[config.mk]
export PLATFORM = sky130hd
export DESIGN_NAME = sync_fifo_core
export DESIGN_NICKNAME = d
export VERILOG_FILES = /design/src/rtl/sync_fifo_core.sv
export SDC_FILE = /design/constraint.sdc
export NUM_CORES = 1
export LEC_CHECK = 0
export ABC_AREA = 1
export CAP_MARGIN = 0
export CORE_ASPECT_RATIO = 0.6
export CORE_MARGIN = 8
export CORE_UTILIZATION = 51
export DETAILED_ROUTE_END_ITERATION = 7
export PLACE_DENSITY = 0.69
export SYNTH_ARGS = -nofsm -noshare
export SYNTH_HDL_FRONTEND = slang
export SYNTH_SLANG_ARGS = --single-unit
[constraint.sdc]
create_clock -name clk -period 3.8 [get_ports clk]
set_input_delay 0.76 -clock clk [delete_from_list [all_inputs] [get_ports clk]]
set_output_delay 0.76 -clock clk [all_outputs]
set_load 0.01 [all_outputs]
[src/rtl/sync_fifo_core.sv]
// Single-clock FIFO with a registered read port, occupancy flags and sticky
// overflow/underflow error flags.
module sync_fifo_core #(
    parameter int unsigned WIDTH    = 8,
    parameter int unsigned DEPTH    = 16,
    parameter int unsigned AF_LEVEL = DEPTH - 2,
    parameter int unsigned AE_LEVEL = 2
) (
    input  logic                     clk,
    input  logic                     rst_n,
    input  logic                     wr_en,
    input  logic [WIDTH-1:0]         wr_data,
    input  logic                     rd_en,
    output logic [WIDTH-1:0]         rd_data,
    output logic                     rd_valid,
    output logic                     full,
    output logic                     empty,
    output logic                     almost_full,
    output logic                     almost_empty,
    output logic [$clog2(DEPTH):0]   count,
    output logic                     overflow,
    output logic                     underflow,
    input  logic                     clr_err
);

    localparam int unsigned AW = $clog2(DEPTH);
    localparam int unsigned CW = AW + 1;

    logic [WIDTH-1:0] mem_q [DEPTH];

    logic [AW-1:0]    wr_ptr_q, wr_ptr_d;
    logic [AW-1:0]    rd_ptr_q, rd_ptr_d;
    logic [CW-1:0]    count_q, count_d;
    logic [WIDTH-1:0] rd_data_q, rd_data_d;
    logic             rd_valid_q, rd_valid_d;
    logic             overflow_q, overflow_d;
    logic             underflow_q, underflow_d;
    logic             wr_acc, rd_acc;

    // Flags decode straight from the registered count so they only change after clk.
    assign full         = (count_q == CW'(DEPTH));
    assign empty        = (count_q == '0);
    assign almost_full  = (count_q >= CW'(AF_LEVEL));
    assign almost_empty = (count_q <= CW'(AE_LEVEL));

    assign wr_acc = wr_en && !full;
    assign rd_acc = rd_en && !empty;

    always_comb begin
        wr_ptr_d    = wr_ptr_q;
        rd_ptr_d    = rd_ptr_q;
        count_d     = count_q;
        rd_data_d   = rd_data_q;
        rd_valid_d  = 1'b0;
        overflow_d  = overflow_q;
        underflow_d = underflow_q;

        if (wr_acc) begin
            wr_ptr_d = wr_ptr_q + AW'(1);
        end
        if (rd_acc) begin
            rd_ptr_d   = rd_ptr_q + AW'(1);
            rd_data_d  = mem_q[rd_ptr_q];
            rd_valid_d = 1'b1;
        end

        unique case ({wr_acc, rd_acc})
            2'b10:   count_d = count_q + CW'(1);
            2'b01:   count_d = count_q - CW'(1);
            default: count_d = count_q;
        endcase

        // A set condition on the same edge as clr_err takes priority.
        if (clr_err) begin
            overflow_d  = 1'b0;
            underflow_d = 1'b0;
        end
        if (wr_en && full) begin
            overflow_d = 1'b1;
        end
        if (rd_en && empty) begin
            underflow_d = 1'b1;
        end
    end

    always_ff @(posedge clk or negedge rst_n) begin
        if (!rst_n) begin
            wr_ptr_q    <= '0;
            rd_ptr_q    <= '0;
            count_q     <= '0;
            rd_data_q   <= '0;
            rd_valid_q  <= 1'b0;
            overflow_q  <= 1'b0;
            underflow_q <= 1'b0;
        end else begin
            wr_ptr_q    <= wr_ptr_d;
            rd_ptr_q    <= rd_ptr_d;
            count_q     <= count_d;
            rd_data_q   <= rd_data_d;
            rd_valid_q  <= rd_valid_d;
            overflow_q  <= overflow_d;
            underflow_q <= underflow_d;
        end
    end

    // Storage is deliberately left out of reset.
    always_ff @(posedge clk) begin
        if (wr_acc) begin
            mem_q[wr_ptr_q] <= wr_data;
        end
    end

    assign rd_data   = rd_data_q;
    assign rd_valid  = rd_valid_q;
    assign count     = count_q;
    assign overflow  = overflow_q;
    assign underflow = underflow_q;

endmodule

; Yosys cells after proc, flatten, opt, wreduce, memory -nomap -nowiden
; Memories as Yosys holds them, arrays and structs flattened. A register that Yosys moved wholly into a read port is not among the register bits.
; Index checks and enable logic that the tools add are counted.
[op_classes]
eq_ne = 3
muxes = 7
add_sub_neg = 4
reduce_logical = 11
magnitude_cmp = 2
[ops]
columns = operator, count
row1 = $pmux 5 s2, 1
row2 = $add 4x1->4 const B, 2
row3 = $mux 1, 6
row4 = $reduce_bool 2->1, 3
row5 = $add 5x1->5 const B, 1
row6 = $eq 5x5->1 const B, 1
row7 = $ge 5x4->1 const B, 1
row8 = $le 5x2->1 const B, 1
row9 = $logic_not 5->1, 1
row10 = $sub 5x1->5 const B, 1
row11 = $logic_and 1x1->1, 4
row12 = $logic_not 1->1, 3
row13 = $eq 2x1->1 const B, 1
row14 = $eq 2x2->1 const B, 1
[totals]
mem_bits_rw = 128
regBits = 16
out_inout_bits = 20
wordCells = 34
n_memories = 1
[mem_list]
columns = name, depth, word_bits, read_ports, rd_clocked_by_memory_dff, wr, line
row1 = mem_q, 16, 8, 1, 1, 1, 29  ; logic [WIDTH-1:0] mem_q [DEPTH];

; Depth between registers and ports, before layout
[depth]
word_depth = 5
ltp_mapped = 15
ltp_nobuf = 14

; Worst setup path before layout
; OpenSTA, ideal clock, no wires.
[synth_timing]
kind = register to register
start = register count_q[1], in the netlist count[1]
end = register count_q[4], in the netlist count[4]
path_slack_ns = 1.560
required_ns = 3.683
arrival_time_ns = 2.124
stages_incl_launch_ff = 16
path_cell_list = dfrtp_1 nor2_1 nand4_1 nand2_4 inv_2 buf_6 ha_1 xor2_1 ha_1 inv_1 nand2_1 nand3_1 nand2_1 xor2_1 nand2_1 nand2_1
[synth_via]
elab_chain_cells = 5
word_cells_on_any_way = 12
[synth_rtl]
columns = element, line
row1 = "start, declared", 33  ; logic [CW-1:0] count_q, count_d;
row2 = "start signal, assigned", 98  ; count_q <= count_d;
row3 = $logic_not 5->1 *, 42  ; assign empty = (count_q == '0);
row4 = $logic_not 1->1 *, 47  ; assign rd_acc = rd_en && !empty;
row5 = $logic_and 1x1->1 *, 47
row6 = net rd_acc, 38  ; logic wr_acc, rd_acc;
row7 = $eq 2x1->1 / $eq 2x2->1 (equally long branches), 67  ; unique case ({wr_acc, rd_acc})
row8 = $pmux 5 s2 / $reduce_bool 2->1 (equally long branches), -
; Mark *: on every way through the listed nets, which the timed path passes. The rest lies on a longest branch.
; A chain may end at the register's enable or synchronous reset.

; Worst setup path after layout
[layout_timing]
start = register count_q[0], in the netlist count[0]
end = output almost_empty
[layout_via]
elab_chain_cells = 1
[layout_rtl]
columns = element, line
row1 = $le 5x2->1, 44  ; assign almost_empty = (count_q <= CW'(AE_LEVEL));
row2 = "end, declared", 19  ; output logic almost_empty,
; No other way between the ends.

==> flow_metrics.py <==
metrics = {
    "placed_design": {
        "io_buffers": 32,
        "dp.cells": 859,
        "gp_congestion": 0.812,
        "dp_hpwl_mm": 10.7,
        "placed_cell_area_um2": 7180,
    },
    "cts": {
        "clockBufferDepth": 2,
        "clk_latency_ps": 410,
        "cts.sinks": 152,
        "cts_buffers": 17,
        "cts_resized": 0,
        "cts.reportedPaths.clkPinSlew_ps": 60,
        "cts_tree": "yes",
        "postCtsSetupBuffers": 0,
        "cts_root_buf": "clkbuf_16",
        "cts_htree_levels": 4,
        "hold_buffers": 0,
    },
    "power_and_ir_drop": {
        "seq_power_share_pct": 37.7,
        "irDropWorstVdd_uv": 436,
        "power.density_nw_per_um2": 767,
        "pwr-share-clk_pct": 27.9,
        "power_switching_mw": 2.23,
        "p_sw_share_pct": 37.4,
        "comb_power_share_pct": 34.4,
        "power.internal_mw": 3.73,
        "leakage_nw": 3.44,
    },
    "drt": {
        "ant_nets": 0,
        "via_count": 4715,
        "drcViolationCount": 0,
        "drt-total-wl_mm": 16.3,
        "wl_met1_mm": 7.72,
        "first_iter_violations": 514,
        "route.met3.wl_mm": 1.77,
        "dr.pass1.iters": 5,
        "wl_met2_mm": 6.54,
        "top_layer_used": "met4",
        "viasPerCell": 5.29,
        "detail_route.wl_per_cell_um": 18.3,
    },
    "yosys": {
        "syn_area_per_cell_um2": 9.97,
        "synth.cells.most_frequent": "nand2_1, edfxtp_1, inv_1",
        "yosysMostFrequentCell": "nand2_1",
        "yosysTopAreaCell": "edfxtp_1",
        "synth_edf_count": 128,
        "synth_ff_type": "edfxtp_1",
        "netlist_area_um2": 6780,
        "synth.area.top_cells": "edfxtp_1, nand2_1, dfrtp_1",
        "synth_top_area_share_pct": 56.7,
        "synth_fp_nets": 702,
        "synthCells": 680,
        "ys_ff_latch": 152,
        "ys_warn_count": 0,
        "async_flop_share_pct": 15.8,
        "yosys.cell_types.count": 23,
        "ys_seq_area_share_pct": 65.5,
    },
    "global_routing": {
        "grt_max_degree": 67,
        "grt_pass1_wl_mm": 25.3,
        "antenna_found_initial": 0,
        "grt_use_total_pct": 19.6,
        "grt_pass1_vias": 4433,
        "grt-ovfl-total": 0,
    },
    "worst_setup_path": {
        "crit_path_end_kind": "output port",
        "crit_path_cell_trace": "a2111oi_0 > clkdlybuf4s50_1",
        "cpPeakStageDelay_ps": 640,
        "worst-endpoint-arrival_ps": 1960,
        "crit_cells": 2,
        "cp_max_fo": 6,
        "crit_buf_inv": 1,
        "critical_path.top_delay_family": "buffers and inverters",
        "cp.required_ps": 3040,
        "rr_worst_depth": 13,
        "worstSetupStartpointType": "register",
        "cp_slowest_cell": "clkdlybuf4s50_1",
        "crit_type": "register to output port",
    },
    "die": {
        "coreArea_um2": 12900,
        "rows": 32,
        "die_h_um": 105,
        "die_w_um": 165,
        "initial_core_util_pct": 52.4,
        "ioPinCount": 33,
        "die-area_um2": 17400,
    },
    "cells_and_area": {
        "fin_cells": 891,
        "nets": 730,
        "final-seq-area_um2": 4450,
        "drive_gt1_share_pct": 5.13,
        "fill_cells": 1023,
        "final_area_um2": 7780,
        "multiInputGateArea_um2": 1720,
        "antennaDiodeCount": 0,
        "areaGrowthSynthToFinish_pct": 14.7,
        "post-route-util_pct": 60.1,
    },
    "timing": {
        "relSlewSlack_pct": 22.6,
        "fin_skew_ps": 8.38,
        "tns_ps": 0,
        "worst_hold_slack_ps": 485,
        "rsz0062_at_grt": "no",
        "tightest_slew_ps": 1160,
        "fin_crit_ps": 2720,
        "setup_violations": 0,
        "slew_violations": 0,
        "hold_viol": 0,
        "period_share_pct": 71.5,
        "max_freq_ghz": 0.368,
    },
    "worst_hold_path": {
        "hold_path.class": "register to register",
        "holdPathStages": 2,
    },
    "job": {
        "cap_violations": 0,
    },
    "status": {
        "status": "finished, final reports clean",
    },
}
==> power by group through the flow <==
stage               clock network (mW)  registers (mW)  logic (mW)
finish                            1.66            2.25        2.05
global route                      1.74            2.28        2.26
CTS                               1.66            2.25        2.02
detailed placement                   0            2.28        1.99
global placement                     0            2.27        1.95
floorplan                            0            2.24        1.35
==> cell families (layout without fill, tap and decap cells) <==
logic type               after synthesis  after routing  synth area share [%]
AND/OR/NAND/NOR                      349            349                  21.4
XOR/XNOR                              10             10                  1.29
buffers and inverters                148            189                  9.10
AO/OA/AOI/OAI                         12             12                  1.01
adder cells (fa/ha/maj)                9              9                  1.66
flip-flops                           152            152                  65.5
==> stage by stage <==
stage               total power [mW]  setup WS (ps)
finish                          5.97           1080
global route                    6.29            938
CTS                             5.94           1080
detailed placement              4.27            840
global placement                4.22            886
floorplan                       3.59           1560
==> routing by layer <==
layer | global-route usage, % | up-vias
li1 | - | 2229
met1 | 30.5 | 2221
met2 | 25.8 | 231
met3 | 5.32 | 34
met4 | 5.83 | 0
met5 | 0 | -
==> placed cells by master, fill, tap and decap left out, types with 2 or more instances in the layout <==
master	count
clkbuf_8	3
inv_4	3
buf_4	3
dfrtp_1	23
nand3_1	103
clkinv_1	2
xor2_1	9
nand4_1	2
edfxtp_1	128
nor2_1	18
nand2_1	225
clkinv_4	3
ha_1	9
clkbuf_16	20
clkbuf_1	2
clkdlybuf4s50_1	32
inv_1	118
o21ai_0	7
inv_2	2
==> final cells by class <==
type | count | area share, %
multi-input combinational | 380 | 22.1
sequential | 152 | 57.1
clock buffer | 25 | 7.06
clock inverter | 7 | 0.643
tap | 170 | 2.73
inverter | 122 | 5.89
timing repair buffer | 35 | 4.41
==> registers in the layout, summed over array words and instances, names as in the netlist <==
| signal | flops |
|---|---|
| mem_q | 128 |
| rd_data | 8 |
| count | 5 |
| rd_ptr_q | 4 |
| wr_ptr_q | 4 |
| overflow | 1 |
| rd_valid | 1 |
| underflow | 1 |
==> worst register-to-register path, stage by stage, from the launching register on <==
cell	delay, ps
dfrtp_1	470
nor2_1	170
nand4_1	200
nand2_4	190
inv_2	140
ha_1	300
ha_1	370
inv_1	80
o21bai_1	170
inv_1	60
nand2_1	80
xor2_1	140
nand2_1	60
nand2_1	50
==> worst paths after layout <==
kind / start / endpoint / slack [ps]
min reg2reg: rd_data[4] / rd_data[4] / 480
min: rd_data[4] / rd_data[4] / 480
max: count[0] / almost_empty / 1080
max in group asynchronous: rst_n / rd_ptr_q[0] / 2810
min in group asynchronous: rst_n / rd_data[2] / 730
max reg2reg: count[1] / count[4] / 1240
Note: power is estimated with default switching activity, not from simulation.
